**src/rtl/bm_pkg.sv**
```systemverilog
// rtl/bm_pkg.sv - direction codes and FSM state encoding shared with the player module
package bm_pkg;

   localparam logic [1:0] CD_U = 2'b00;
   localparam logic [1:0] CD_R = 2'b01;
   localparam logic [1:0] CD_D = 2'b10;
   localparam logic [1:0] CD_L = 2'b11;

   // ACT_* states carry their direction code in the low bits; bit 2 marks IDLE.
   typedef logic [2:0] bm_state_t;
   localparam bm_state_t ST_IDLE  = 3'b100;
   localparam bm_state_t ST_ACT_U = {1'b0, CD_U};
   localparam bm_state_t ST_ACT_R = {1'b0, CD_R};
   localparam bm_state_t ST_ACT_D = {1'b0, CD_D};
   localparam bm_state_t ST_ACT_L = {1'b0, CD_L};

   function automatic bm_state_t act_state(input logic [1:0] code);
      return {1'b0, code};
   endfunction

endpackage

```
**src/rtl/bm_if.sv**
```systemverilog
// rtl/bm_if.sv - board buttons in, player-movement levels out
interface bm_if;
   logic       btn_l;
   logic       btn_r;
   logic       btn_u;
   logic       btn_d;
   logic       btn_c;
   logic       gameover;
   logic       L;
   logic       R;
   logic       U;
   logic       D;
   logic [1:0] current_dir;
   logic       bomb_req;

   modport master (
      output btn_l, btn_r, btn_u, btn_d, btn_c, gameover,
      input  L, R, U, D, current_dir, bomb_req
   );

   modport slave (
      input  btn_l, btn_r, btn_u, btn_d, btn_c, gameover,
      output L, R, U, D, current_dir, bomb_req
   );
endinterface

```
**src/rtl/bm_debounce.sv**
```systemverilog
// rtl/bm_debounce.sv - 2-flop synchroniser plus counter debouncer with rise/fall pulses
module bm_debounce #(
   parameter int DB_CYCLES = 1000000,
   parameter int CNT_W     = 20
) (
   input  logic clk,
   input  logic reset,
   input  logic raw,
   output logic stable,
   output logic rise,
   output logic fall
);

   logic             sync1;
   logic             sync2;
   logic [CNT_W-1:0] cnt;

   always_ff @(posedge clk or posedge reset) begin
      if (reset) begin
         sync1  <= 1'b0;
         sync2  <= 1'b0;
         stable <= 1'b0;
         rise   <= 1'b0;
         fall   <= 1'b0;
         cnt    <= '0;
      end else begin
         sync1 <= raw;
         sync2 <= sync1;
         rise  <= 1'b0;
         fall  <= 1'b0;
         if (sync2 == stable) begin
            cnt <= '0;
         end else if (cnt == CNT_W'(DB_CYCLES - 1)) begin
            stable <= sync2;
            cnt    <= '0;
            rise   <= sync2;
            fall   <= ~sync2;
         end else begin
            cnt <= cnt + 1'b1;
         end
      end
   end

endmodule

```
**src/rtl/bm_controller.sv**
```systemverilog
// rtl/bm_controller.sv - debounced buttons to L/R/U/D + current_dir, last-pressed-wins
// Optional bomb path enabled by defining BM_CTRL_BOMB_EN.
module bm_controller
   import bm_pkg::*;
#(
   parameter int DB_CYCLES = 1000000,
   parameter int CNT_W     = 20
) (
   input  logic clk,
   input  logic reset,
   bm_if.slave  io
);

   // Buttons indexed by their direction code, so index order is also priority order.
   logic [3:0] raw;
   logic [3:0] stable;
   logic [3:0] rise;
   logic [3:0] fall;
   bm_state_t  state;
   bm_state_t  next_state;

   assign raw = {io.btn_l, io.btn_d, io.btn_r, io.btn_u};

   for (genvar i = 0; i < 4; i++) begin : g_db
      bm_debounce #(.DB_CYCLES(DB_CYCLES), .CNT_W(CNT_W)) u_db (
         .clk    (clk),
         .reset  (reset),
         .raw    (raw[i]),
         .stable (stable[i]),
         .rise   (rise[i]),
         .fall   (fall[i])
      );
   end

   always_comb begin
      next_state = state;
      if (!state[2] && fall[state[1:0]]) begin
         next_state = ST_IDLE;
         for (int i = 3; i >= 0; i--) begin
            if (stable[i]) next_state = act_state(2'(i));
         end
      end
      if (|rise) begin
         for (int i = 3; i >= 0; i--) begin
            if (rise[i]) next_state = act_state(2'(i));
         end
      end
   end

   // Outputs decode next_state so they land on the same edge as the state update.
   always_ff @(posedge clk or posedge reset) begin
      if (reset) begin
         state          <= ST_IDLE;
         io.L           <= 1'b0;
         io.R           <= 1'b0;
         io.U           <= 1'b0;
         io.D           <= 1'b0;
         io.current_dir <= CD_D;
      end else begin
         state <= next_state;
         io.U  <= !io.gameover && (next_state == ST_ACT_U);
         io.R  <= !io.gameover && (next_state == ST_ACT_R);
         io.D  <= !io.gameover && (next_state == ST_ACT_D);
         io.L  <= !io.gameover && (next_state == ST_ACT_L);
         if (!io.gameover && !next_state[2]) io.current_dir <= next_state[1:0];
      end
   end

`ifdef BM_CTRL_BOMB_EN
   logic c_stable;
   logic c_rise;
   logic c_fall;

   bm_debounce #(.DB_CYCLES(DB_CYCLES), .CNT_W(CNT_W)) u_db_c (
      .clk    (clk),
      .reset  (reset),
      .raw    (io.btn_c),
      .stable (c_stable),
      .rise   (c_rise),
      .fall   (c_fall)
   );

   logic unused_c;
   assign unused_c = c_stable ^ c_fall;

   always_ff @(posedge clk or posedge reset) begin
      if (reset) io.bomb_req <= 1'b0;
      else       io.bomb_req <= c_rise && !io.gameover;
   end
`else
   logic unused_c;
   assign unused_c    = io.btn_c;
   assign io.bomb_req = 1'b0;
`endif

endmodule

```
**src/flat_wrapper.sv**
```systemverilog
// flat-port wrapper written by rule: the top's interface ports become plain ports
module bm_controller_flat import bm_pkg::*;
#(
   parameter int DB_CYCLES = 1000000,
   parameter int CNT_W     = 20
)
  (clk, reset, io_btn_l, io_btn_r, io_btn_u, io_btn_d, io_btn_c, io_gameover, io_L, io_R, io_U, io_D, io_current_dir, io_bomb_req);
  bm_if io_i ();
  input  logic clk;
  input  logic reset;
  input wire logic [$bits(io_i.btn_l)-1:0] io_btn_l;
  input wire logic [$bits(io_i.btn_r)-1:0] io_btn_r;
  input wire logic [$bits(io_i.btn_u)-1:0] io_btn_u;
  input wire logic [$bits(io_i.btn_d)-1:0] io_btn_d;
  input wire logic [$bits(io_i.btn_c)-1:0] io_btn_c;
  input wire logic [$bits(io_i.gameover)-1:0] io_gameover;
  output wire logic [$bits(io_i.L)-1:0] io_L;
  output wire logic [$bits(io_i.R)-1:0] io_R;
  output wire logic [$bits(io_i.U)-1:0] io_U;
  output wire logic [$bits(io_i.D)-1:0] io_D;
  output wire logic [$bits(io_i.current_dir)-1:0] io_current_dir;
  output wire logic [$bits(io_i.bomb_req)-1:0] io_bomb_req;
  assign io_i.btn_l = io_btn_l;
  assign io_i.btn_r = io_btn_r;
  assign io_i.btn_u = io_btn_u;
  assign io_i.btn_d = io_btn_d;
  assign io_i.btn_c = io_btn_c;
  assign io_i.gameover = io_gameover;
  assign io_L = io_i.L;
  assign io_R = io_i.R;
  assign io_U = io_i.U;
  assign io_D = io_i.D;
  assign io_current_dir = io_i.current_dir;
  assign io_bomb_req = io_i.bomb_req;
  bm_controller #(.DB_CYCLES(DB_CYCLES), .CNT_W(CNT_W)) u_core (.clk(clk), .reset(reset), .io(io_i));
endmodule
```
**config.mk**
```make
export PLATFORM = sky130hd
export DESIGN_NAME = bm_controller_flat
export DESIGN_NICKNAME = d
export VERILOG_FILES = /design/src/rtl/bm_pkg.sv /design/src/rtl/bm_if.sv /design/src/rtl/bm_debounce.sv /design/src/rtl/bm_controller.sv /design/src/flat_wrapper.sv
export SDC_FILE = /design/constraint.sdc
export NUM_CORES = 1
export LEC_CHECK = 0
export ABC_AREA = 0
export CELL_PAD_IN_SITES_DETAIL_PLACEMENT = 0
export CELL_PAD_IN_SITES_GLOBAL_PLACEMENT = 1
export CORE_ASPECT_RATIO = 1.1
export CORE_UTILIZATION = 35
export CTS_CLUSTER_DIAMETER = 150
export DETAILED_ROUTE_END_ITERATION = 10
export PLACE_DENSITY_LB_ADDON = 0.1
export SLEW_MARGIN = 20
export SYNTH_ARGS = -nofsm -noshare
export SYNTH_HDL_FRONTEND = slang
export SYNTH_SLANG_ARGS = --single-unit
```
**constraint.sdc**
```tcl
create_clock -name clk -period 5.2 [get_ports clk]
set_input_delay 0.78 -clock clk [delete_from_list [all_inputs] [get_ports clk]]
set_output_delay 0.78 -clock clk [all_outputs]
set_load 0.02 [all_outputs]
```
==> results of run 1 <==
-- worst min path at each step --
stage	start	to	slack, ps	depth (start not counted)
after floorplan	u_core.g_db[0].u_db.sync1$_DFF_PP0_	u_core.g_db[0].u_db.sync2$_DFF_PP0_	330	0
after global placement	u_core.g_db[1].u_db.sync1$_DFF_PP0_	u_core.g_db[1].u_db.sync2$_DFF_PP0_	340	0
after detailed placement	u_core.g_db[1].u_db.sync1$_DFF_PP0_	u_core.g_db[1].u_db.sync2$_DFF_PP0_	340	0
after CTS	u_core.g_db[1].u_db.sync1$_DFF_PP0_	u_core.g_db[1].u_db.sync2$_DFF_PP0_	350	0
after global routing	u_core.g_db[1].u_db.sync1$_DFF_PP0_	u_core.g_db[1].u_db.sync2$_DFF_PP0_	370	0
final	u_core.g_db[1].u_db.sync1$_DFF_PP0_	u_core.g_db[1].u_db.sync2$_DFF_PP0_	350	0
-- sequential cells by signal, summed over array words and instances (netlist names) --
name and count:
u_core.g_db.u_db.cnt 80, u_core.g_db.u_db.fall 4, u_core.g_db.u_db.rise 4, u_core.g_db.u_db.stable 4, u_core.g_db.u_db.sync1 4, u_core.g_db.u_db.sync2 4, u_core.io.D 1, u_core.io.L 1
u_core.io.R 1, u_core.io.U 1, u_core.io.current_dir 2, u_core.state 3
-- per-stage QoR --
| stage | hold slack, ps | instance area, µm² | std cells |
|---|---|---|---|
| after global placement | 342 | 5500 | 695 |
| after floorplan | 331 | 5190 | 498 |
| after global routing | 374 | 5770 | 711 |
| after CTS | 353 | 5770 | 711 |
| after detailed placement | 336 | 5500 | 695 |
| final | 350 | 5770 | 711 |
-- layout make-up --
type,count,area [µm²],area share
flip-flops and latches,109,2730,0.473
multi-input cells,364,2330,0.404
inverters,17,68.8,0.0119
clock buffers,15,268,0.0464
clock inverters,1,5.00,0.000867
well taps,192,240,0.0416
repair buffers,13,128,0.0221
-- layout by cell type, fill, tap and decap left out, types with 4 or more instances in the layout --
master           netlist  routed
dfrtp_1              107     107
nor2_1                57      57
xnor2_1               30      30
a21oi_1               28      28
nand2_1               26      26
nand3_1               25      25
or4_1                 21      21
xor2_1                20      20
nand4_1               18      18
inv_1                 17      16
o21ai_0               14      14
o31ai_1               14      14
clkdlybuf4s50_1        0      12
nor3_1                11      11
nor4_1                10      10
or3_1                 10      10
clkbuf_16              0       9
and2_1                 8       8
nor3b_1                8       8
and4_1                 6       6
and3_1                 6       6
or2_2                  4       4
o21ai_2                4       4
or2_4                  4       4
mux2_4                 4       4
ha_1                   4       4
clkbuf_1               3       4
-- cell families (layout without fill, tap and decap cells) --
family                     count (synthesis)  count (layout)
and+or+nand+nor                          228             228
DFF                                      109             109
AOI/OAI and AO/OA                         74              74
xor gates and xnor gates                  50              50
buffers and inverters                     25              46
muxes                                      7               7
adders and majority gates                  4               4
other                                      1               1
-- report_power, final --
group / switching [mW] / internal [mW] / total, mW
combinational: 0.0357 / 0.0154 / 0.0511
clock: 0.296 / 0.352 / 0.648
sequential: 0.0102 / 0.859 / 0.869
total: 0.342 / 1.23 / 1.57
-- cells in the mapped netlist (3+ instances only) --
cell type	number	area share
clkbuf_1	3	0.0022
o21ai_2	4	0.0068
or4_1	21	0.030
or3_1	10	0.012
or2_2	4	0.0048
xnor2_1	30	0.051
a21oi_1	28	0.027
o21ai_0	14	0.014
buf_6	4	0.0087
inv_1	17	0.012
and2_1	8	0.0096
xor2_1	20	0.034
and4_1	6	0.010
nor2_1	57	0.041
o31ai_1	14	0.020
and3_1	6	0.0072
nand4_1	18	0.022
dfrtp_1	107	0.52
mux2_4	4	0.012
ha_1	4	0.0096
nor4_1	10	0.012
nand2_1	26	0.019
nand3_1	25	0.024
nor3_1	11	0.011
or2_4	4	0.0068
nor3b_1	8	0.012
-- metal layers --
| layer | vias up | GRT usage | part of all wire |
|---|---|---|---|
| met5 | - | 0 | 0 |
| met4 | 0 | 0.0656 | 0.018 |
| met3 | 13 | 0.0253 | 0.020 |
| met2 | 38 | 0.238 | 0.47 |
| met1 | 1823 | 0.190 | 0.49 |
| li1 | 1828 | - | - |
-- critical path, delay by kind of cell, from the launching register on --
family,cells,cell delay [ps]
AND/OR/NAND/NOR,3,1230
AO/OA/AOI/OAI,1,640
flip-flops,1,420
==> key figures, run 1 <==
Critical path
  – Slowest CP cell: o21ai_2
  – R2R depth: 4
  – FF-to-FF Start: u_core.g_db[2].u_db.cnt[12]$_DFF_PP0_
  – Crit end category: flip-flop
  – Worst path most repeated cell: or4_1
  – RR Endpoint: u_core.g_db[2].u_db.cnt[7]$_DFF_PP0_
  – CP startpoint kind: flip-flop
  – WP data required: 5400 ps
  – Critical path type: flip-flop to flip-flop
  – CP max stage delay: 640 ps
  – CP Capture Point: u_core.g_db[2].u_db.cnt[7]$_DFF_PP0_
  – Largest fanout on the critical path: 18
  – CP cell instances: or4_1 -> or4_1 -> o21ai_2 -> nor2_1
  – Reg2Reg Setup Slack: 2760 ps
  – Crit path from: u_core.g_db[2].u_db.cnt[12]$_DFF_PP0_
  – Crit path DAT: 2650 ps

Outcome
  – Status: completed

Floorplan
  – Die W: 118 µm
  – Initial core utilization: 0.359
  – Core Region: 14400 µm²
  – Die area: 15300 µm²
  – I/O pins: 15
  – Die Y: 130 µm
  – Row Count: 46

Timing
  – Post-route setup TNS: 0 ps
  – Setup ws final: 2760 ps
  – Final Skew: 7.56 ps
  – Unrepaired setup endpoints after global routing: no
  – Worst slew pin tran: 777 ps
  – Final setup violation count: 0
  – Headroom to the max-slew limit: 0.482
  – Post-layout min period: 2440 ps
  – Final Cycle Share: 0.470
  – Slew Limit Fails: 0
  – Hold Fails Final Rpt: 0
  – Max Clk Rate: 0.409 GHz

GRT
  – First-pass GRT wire length: 17.8 mm
  – GRT Overall Usage: 0.145
  – Largest net degree at the start of global routing: 81
  – Number of global-route vias before repair: 3739
  – GR Overflow Total: 0
  – Initial antenna violation count: 0

Synth
  – Adder-cell share of the synthesized area: 0.00965
  – Post-synthesis instance total: 498
  – Syn_nets: 510
  – Largest family of logic cells by synthesized area: simple AND/OR/NAND/NOR gates
  – Post-synthesis mux area share: 0.0198
  – Register bit total from synthesis: 109
  – Synth Area in XOR/XNOR: 0.0844
  – Simple-gate share of the synthesized area: 0.245
  – Syn avg cell area: 10.4 µm²
  – Yosys warns: 0
  – Synth cell types: 49
  – EDFF count, synth: 0
  – Primary FF master, synth: dfrtp_1
  – Ys async rst share: 1.00
  – Sequential-to-total area share from yosys stat: 0.526
  – Mapped cell area: 5190 µm²
  – Complex-gate fraction of the synthesized area: 0.0897

Detailed routing
  – DRC errors left: 0
  – Number of iterations in the first detailed-routing pass: 4
  – Vias per cell: 5.21
  – ANT nets after route: 0
  – DR vias: 3702
  – Avg WL per Cell: 14.0 µm
  – Final wirelength: 9.96 mm
  – Initial DRC count: 176

Power
  – PnR Total Power: 1.57 mW
  – PD cells: 272 nW/µm²
  – LEAKAGE: 2.28 nW
  – Maximum vdd drop: 0.000151 V

Clock network
  – Hold-fix buffers, CTS: 0
  – H-tree depth: 3
  – Postcts setup bufs: 0
  – Total CTS buffers: 9
  – CTS clk-pin slew, worst paths: 70 ps
  – Clock root cell: clkbuf_16
  – CTS Buffer Depth: 2
  – Post-CTS Resized: 0
  – Worst-skew pair later-pin latency: 350 ps
  – CTS tree: built
  – TritonCTS Sinks: 109

Place
  – DP Wirelength: 6.70 mm
  – Routability cong.: 0.746
  – Place WS: 2690 ps
  – # port buffers: 12

Layout
  – Final core utilization: 0.399
  – Area delta synth->final: 11.2%
  – Fillers: 1431
  – Layout cells sized above 1: 0.0790
  – Nets: 526
  – # diodes: 0

Hold path
  – Hold WC Path Type: flip-flop to flip-flop

Flow run
  – Max-Cap Viols: 0
Power figures use the tool's default switching activity.
==> inputs of run 2 (changes only) <==
==> constraint.sdc (replaced) <==
create_clock -name clk -period 2.08 [get_ports clk]
set_input_delay 0.312 -clock clk [delete_from_list [all_inputs] [get_ports clk]]
set_output_delay 0.312 -clock clk [all_outputs]
set_load 0.02 [all_outputs]
==> run 2 against run 1 <==
Against the previous run: the run now ends with setup timing left; non-clock buffer count up 55; via count up 4.3%; utilization up 3.8 points; fmax up 14%; clock power rose to 2.5 times the previous value; critical path depth unchanged; clock skew down 1.3 ps; setup slack worse by 2800 ps; power rose to 2.5 times the previous value; sequential share of layout area down 4.1 points; critical path type unchanged; largest power group unchanged; highest routed layer unchanged.
==> key figures, run 2 (synthesis gave the netlist of run 1 again) <==
Timing
  – Final Skew: 6.26 ps (-1.30 ps)
  – Hold Fails Final Rpt: 0 (unchanged)
  – Slew Limit Fails: 0 (unchanged)
  – Post-layout min period: 2150 ps (-299 ps)
  – Final setup violation count: 24 (+24)
  – Unrepaired setup endpoints after global routing: yes
  – Post-route setup TNS: -415 ps (-415 ps)
  – Max Clk Rate: 0.466 GHz (+14%)
  – Setup ws final: -65.1 ps (-2820 ps)
  – Final Cycle Share: 1.03 (+0.561)

Critical path
  – Delay-heaviest family, CP: simple AND/OR/NAND/NOR gates
  – CP startpoint kind: flip-flop
  – Crit path DAT: 2380 ps (-270 ps)
  – Slowest CP cell: or4_4
  – CP max stage delay: 560 ps (-80 ps)
  – Critical path type: flip-flop to flip-flop
  – Crit path buf inv count: 0 (unchanged)
  – CP cell instances: or4_1 -> or4_4 -> or2_4 -> mux2_4
  – Reg2Reg Setup Slack: -70 ps (-2820 ps)
  – WP data required: 2320 ps (-3080 ps)
  – Largest fanout on the critical path: 4 (-14)
  – Crit end category: flip-flop

Hold path
  – Hold WC Path Type: primary input to async pin

Place
  – Place WS: -74.0 ps (-2760 ps)
  – DP Wirelength: 7.35 mm (+9.7%)
  – Routability cong.: 0.741 (-0.71%)
  – # port buffers: 12 (unchanged)

GRT
  – Number of global-route vias before repair: 3902 (+4.4%)
  – GRT Overall Usage: 0.151 (+0.00575)
  – Grt peak-use layer: met2
  – Global routing usage on met3: 0.0219 (-0.00350)
  – GR Overflow Total: 0 (unchanged)
  – Initial antenna violation count: 0 (unchanged)
  – Met2 usage: 0.247 (+0.00900)
  – Largest net degree at the start of global routing: 39 (-52%)
  – First-pass GRT wire length: 18.5 mm (+3.8%)
  – Grt met1 use: 0.197 (+0.00728)

Clock network
  – TritonCTS Sinks: 109 (unchanged)
  – Total CTS buffers: 9 (unchanged)
  – CTS Buffer Depth: 2 (unchanged)
  – Worst-skew pair later-pin latency: 350 ps (about the same)
  – Clock root cell: clkbuf_16
  – CTS tree: built
  – CTS clk-pin slew, worst paths: 70 ps (about the same)
  – H-tree depth: 3 (unchanged)
  – Hold-fix buffers, CTS: 0 (unchanged)

Detailed routing
  – Number of iterations in the first detailed-routing pass: 4 (unchanged)
  – Vias per cell: 5.04 (-3.2%)
  – Initial DRC count: 147 (-16%)
  – Avg WL per Cell: 13.7 µm (-2.1%)
  – Final wirelength: 10.5 mm (+5.4%)
  – DRC errors left: 0 (unchanged)
  – ANT nets after route: 0 (unchanged)
  – DR vias: 3862 (+4.3%)

Layout
  – # diodes: 0 (unchanged)
  – Layout cells sized above 1: 0.188 (+0.109)
  – Reg with most FFs: u_core.g_db.u_db.cnt
  – Area delta synth->final: 21.8%
  – Nets: 581 (+10%)
  – Most frequent cells in the layout: dfrtp_1 (107), nor2_1 (57), buf_4 (48), xnor2_1 (30), a21oi_1 (28)
  – Most common cell after layout, fill and taps aside: dfrtp_1
  – Fillers: 1399 (-2.2%)
  – Register Area: 2730 µm² (unchanged)
  – Max reg flops: 80 (unchanged)
  – Multi-input logic area: 2380 µm² (+2.1%)

Floorplan
  – Die Y: 130 µm (unchanged)
  – Core Region: 14400 µm² (unchanged)
  – Row Count: 46 (unchanged)
  – I/O pins: 15 (unchanged)
  – Die area: 15300 µm² (unchanged)
  – Die W: 118 µm (unchanged)
  – Initial core utilization: 0.359 (unchanged)

Power
  – Maximum vdd drop: 0.000437 V (+190%)
  – PD cells: 628 nW/µm² (+130%)
  – LEAKAGE: 2.59 nW (+14%)

Outcome
  – Failing checks: setup timing
  – Status: complete, but fails checks

Flow run
  – Max-Cap Viols: 0 (unchanged)
## run 2: path summary, 6_finish.rpt
check / cells past startpoint / from / endpoint
max in group asynchronous: 3 / reset / u_core.state[2]$_DFF_PP1_
min: 2 / reset / u_core.g_db[0].u_db.cnt[3]$_DFF_PP0_
max reg2reg: 4 / u_core.g_db[2].u_db.cnt[13]$_DFF_PP0_ / u_core.g_db[2].u_db.stable$_DFFE_PP0P_
min in group clk: 0 / u_core.g_db[3].u_db.sync1$_DFF_PP0_ / u_core.g_db[3].u_db.sync2$_DFF_PP0_
min reg2reg: 0 / u_core.g_db[3].u_db.sync1$_DFF_PP0_ / u_core.g_db[3].u_db.sync2$_DFF_PP0_
max: 4 / u_core.g_db[2].u_db.cnt[13]$_DFF_PP0_ / u_core.g_db[2].u_db.stable$_DFFE_PP0P_
## run 2: cell type report
class,instances,share of cell area
clock buffer,10,0.0378
sequential,109,0.432
timing repair buffer,68,0.0986
multi-input combinational,364,0.377
clock inverter,6,0.00614
tap,192,0.0380
inverter,17,0.0107
## run 2: per-layer routing
layer  up-vias  part of all wire
li1       1944                 -
met1      1870              0.50
met2        30              0.46
met3        18             0.017
met4         0             0.023
met5         -                 0
## run 2: repair_timing
item,CTS,global route
cloned,0,1
pin swaps,4,1
buffers inserted,2,2
setup endpoints to repair,22,45
endpoints found under the hold margin,0,0
gates resized for setup,6,6
## run 2: report_power, final
| part | switching, mW | internal [mW] | total [mW] |
|---|---|---|---|
| combinational | 0.0998 | 0.0689 | 0.169 |
| clock | 0.790 | 0.841 | 1.63 |
| sequential | 0.0255 | 2.15 | 2.17 |
| total | 0.915 | 3.06 | 3.97 |
## run 2: through the flow
stage	std cells	instance area, µm²	utilization	hold slack [ps]	total power, mW
after floorplan	498	5200	-	331	2.31
after global placement	745	5950	0.412	338	2.38
after detailed placement	745	5950	0.412	341	2.38
after CTS	763	6270	0.434	245	4.04
after global routing	766	6320	0.437	257	4.15
final	766	6320	0.437	248	3.97
==> inputs of run 3 (changes only) <==
--- a/config.mk
+++ b/config.mk
@@ -6,6 +6,7 @@
 export NUM_CORES = 1
 export LEC_CHECK = 0
 export ABC_AREA = 0
+export ABC_CLOCK_PERIOD_IN_PS = 2080
 export CELL_PAD_IN_SITES_DETAIL_PLACEMENT = 0
 export CELL_PAD_IN_SITES_GLOBAL_PLACEMENT = 1
 export CORE_ASPECT_RATIO = 1.1
@@ -16,4 +17,5 @@
 export SLEW_MARGIN = 20
 export SYNTH_ARGS = -nofsm -noshare
 export SYNTH_HDL_FRONTEND = slang
+export SYNTH_HIERARCHICAL = 1
 export SYNTH_SLANG_ARGS = --single-unit
==> constraint.sdc (replaced) <==
create_clock -name clk -period 2.08 [get_ports clk]
set_input_delay 0.624 -clock clk [delete_from_list [all_inputs] [get_ports clk]]
set_output_delay 0.624 -clock clk [all_outputs]
set_load 0.02 [all_outputs]
==> run 3 against run 2 <==
Against the previous run: the run now ends clean; clock power is essentially flat; register-to-register slack gained 270 ps; combinational power shrank 9%; global-route usage shrank 0.34 points; die area grew 4.6%; utilization shrank 2.7 points; cell area shrank 1.9%; critical path depth shrank 3; clock skew grew 1.3 ps.
==> key figures, run 3 <==
Layout
  – Most common cell after layout, fill and taps aside: dfrtp_1
  – Register Area: 2730 µm² (unchanged)
  – Area delta synth->final: 14.1%
  – Multi-input logic area: 2630 µm² (+10%)
  – Reg with most FFs: u_core/g_db.u_db/cnt
  – Layout cells sized above 1: 0.146 (-0.0424)
  – Post-route insts no fill: 731 (-4.6%)
  – Most frequent cells in the layout: dfrtp_1 (107), nor2_1 (66), nand2_1 (28), xor2_1 (28), xnor2_1 (28)
  – # diodes: 0 (unchanged)
  – Max reg flops: 80 (unchanged)
  – Nets: 542 (-6.7%)
  – Fillers: 1476 (+5.5%)

Place
  – Inst Count DP: 715 (-4.0%)
  – Routability cong.: 0.766 (+3.5%)
  – # port buffers: 12 (unchanged)
  – DP Wirelength: 7.65 mm (+4.1%)

GRT
  – GRT Overall Usage: 0.148 (-0.00342)
  – First-pass GRT wire length: 18.8 mm (+1.4%)
  – GR Overflow Total: 0 (unchanged)
  – Initial antenna violation count: 0 (unchanged)
  – Number of global-route vias before repair: 3853 (-1.3%)
  – Largest net degree at the start of global routing: 26 (-33%)

Critical path
  – FF-to-FF Start: u_core/g_db[2].u_db/cnt[12]$_DFF_PP0_
  – Crit path from: u_core/io.current_dir[0]$_DFFE_PP0P_
  – Delay-heaviest family, CP: buffers and inverters
  – Crit path buf inv count: 1 (+1)
  – Critical path type: flip-flop to output pin
  – CP startpoint kind: flip-flop
  – CP max stage delay: 610 ps (+50 ps)
  – WP data required: 1460 ps (-860 ps)
  – Crit end category: output pin
  – Reg2Reg Setup Slack: 200 ps (+270 ps)
  – Crit path DAT: 1320 ps (-1060 ps)
  – Slowest CP cell: clkdlybuf4s50_1
  – CP cell instances: clkdlybuf4s50_1
  – Largest fanout on the critical path: 2 (-2)

Detailed routing
  – DRC errors left: 0 (unchanged)
  – ANT nets after route: 0 (unchanged)
  – Number of iterations in the first detailed-routing pass: 4 (unchanged)
  – Vias per cell: 5.22 (+3.6%)
  – Avg WL per Cell: 14.8 µm (+8.2%)
  – Final wirelength: 10.8 mm (+3.3%)
  – DR vias: 3819 (-1.1%)
  – Initial DRC count: 205 (+39%)

Floorplan
  – Die W: 121 µm (+2.3%)
  – Row Count: 47 (+2.2%)
  – Initial core utilization: 0.359 (about the same)
  – Die area: 16000 µm² (+4.6%)
  – I/O pins: 15 (unchanged)
  – Die Y: 133 µm (+2.3%)
  – Core Region: 15100 µm² (+4.6%)

Timing
  – Final Cycle Share: 0.934 (-0.0970)
  – Post-route setup TNS: 0 ps (+415 ps)
  – Final Skew: 7.53 ps (+1.28 ps)
  – Slew Limit Fails: 0 (unchanged)
  – Worst slew pin tran: 517 ps
  – Headroom to the max-slew limit: 0.652
  – Final setup violation count: 0 (-100%)
  – Max Clk Rate: 0.515 GHz (+10%)
  – Post-layout min period: 1940 ps (-202 ps)
  – Hold Fails Final Rpt: 0 (unchanged)
  – Unrepaired setup endpoints after global routing: no

Power
  – LEAKAGE: 2.59 nW (-0.18%)
  – Maximum vdd drop: 0.000347 V (-21%)
  – PD cells: 642 nW/µm² (+2.2%)
  – PnR Total Power: 3.98 mW (+0.17%)

Synth
  – Synth cell types: 48 (-2.0%)
  – Sequential-to-total area share from yosys stat: 0.503 (-0.0236)
  – Top cell type's share of synthesized area: 0.493 (-0.0232)
  – Ys async rst share: 1.00 (unchanged)
  – Post-synthesis instance total: 494 (-0.80%)
  – Most common library cells after synthesis: dfrtp_1 (107), nor2_1 (66), nand2_1 (28), xnor2_1 (28), xor2_1 (28)
  – Primary FF master, synth: dfrtp_1
  – Synth area leader: dfrtp_1
  – Largest cells by area after synthesis: dfrtp_1 (49%), nor2_1 (4.6%), xnor2_1 (4.5%)
  – Mapped cell area: 5430 µm² (+4.7%)
  – Register bit total from synthesis: 109 (unchanged)
  – Most frequent cell after synthesis: dfrtp_1
  – Yosys warns: 6 (+6)
  – EDFF count, synth: 0 (unchanged)
  – Syn avg cell area: 11.0 µm² (+5.5%)
  – Syn_nets: 506 (-0.78%)

Clock network
  – Postcts setup bufs: 0 (-2)
  – CTS tree: built
  – Clock root cell: clkbuf_16
  – TritonCTS Sinks: 109 (unchanged)
  – H-tree depth: 3 (unchanged)
  – Total CTS buffers: 9 (unchanged)
  – Hold-fix buffers, CTS: 0 (unchanged)
  – Worst-skew pair later-pin latency: 350 ps (about the same)
  – CTS Buffer Depth: 2 (unchanged)
  – CTS clk-pin slew, worst paths: 70 ps (about the same)

Outcome
  – Status: completed

Hold path
  – Critical hold path startpoint: u_core/g_db[3].u_db/sync1$_DFF_PP0_
  – Hold WC Path Type: flip-flop to flip-flop

Flow run
  – Max-Cap Viols: 0 (unchanged)
==> run 3: timing repair <==
item                       4_1_cts  5_1_grt
resized for setup                1        0
setup endpoints to repair        1        0
hold endpoints to repair         0        0
==> run 3: area by class of cell <==
cell class	instances	area share
clock buffers	11	0.0392
clock inverters	5	0.00727
well taps	196	0.0396
repair buffers	34	0.0458
flip-flops and latches	109	0.441
inverters	6	0.00363
multi-input cells	370	0.424
==> run 3: worst paths after layout <==
path,to,depth (start not counted)
hold / removal,u_core/g_db[3].u_db/sync2$_DFF_PP0_,0
max in group asynchronous,u_core/g_db[1].u_db/cnt[3]$_DFF_PP0_,3
setup / recovery,io_current_dir[0],1
hold reg to reg,u_core/g_db[3].u_db/sync2$_DFF_PP0_,0
min in group asynchronous,u_core/io.D$_DFF_PP0_,2
setup reg to reg,u_core/g_db[2].u_db/stable$_DFFE_PP0P_,4
==> run 3: power breakdown <==
group / internal [mW] / total [mW] / switching (mW)
Combinational: 0.0588 / 0.153 / 0.0943
Clock: 0.861 / 1.65 / 0.794
Sequential: 2.15 / 2.17 / 0.0250
==> run 3: worst register-to-register path, delay by kind of cell (launching register included) <==
kind	cells	cell delay [ps]
flip-flops	1	460
multiplexers	1	320
AND/OR/NAND/NOR	3	980
==> run 3: cell families after synthesis <==
logic type	synth area share
and+or+nand+nor	0.275
DFF	0.503
AOI/OAI and AO/OA	0.0801
xor gates and xnor gates	0.0903
buffers and inverters	0.0138
muxes	0.0283
adders and majority gates	0.00921
other	0.000690
==> run 3: routing by layer <==
layer | routed length, µm | vias to the layer above | part of all wire | GRT usage
li1 | - | 1882 | - | -
met4 | 218 | 0 | 0.020 | 0.0624
met3 | 182 | 16 | 0.017 | 0.0250
met1 | 5110 | 1897 | 0.47 | 0.186
met2 | 5330 | 24 | 0.49 | 0.248
met5 | 0 | - | 0 | 0
==> run 3: per-stage QoR <==
| stage | setup slack, ps | cell area [µm²] | utilization | hold WS (ps) |
|---|---|---|---|---|
| 2_1_floorplan | 332 | 5430 | - | 331 |
| 3_3_place_gp | 230 | 5910 | 0.391 | 339 |
| 3_5_place_dp | 208 | 5910 | 0.391 | 339 |
| 4_1_cts | 95.5 | 6200 | 0.410 | 362 |
| 5_1_grt | 83.1 | 6200 | 0.410 | 364 |
| 6_report | 137 | 6200 | 0.410 | 358 |
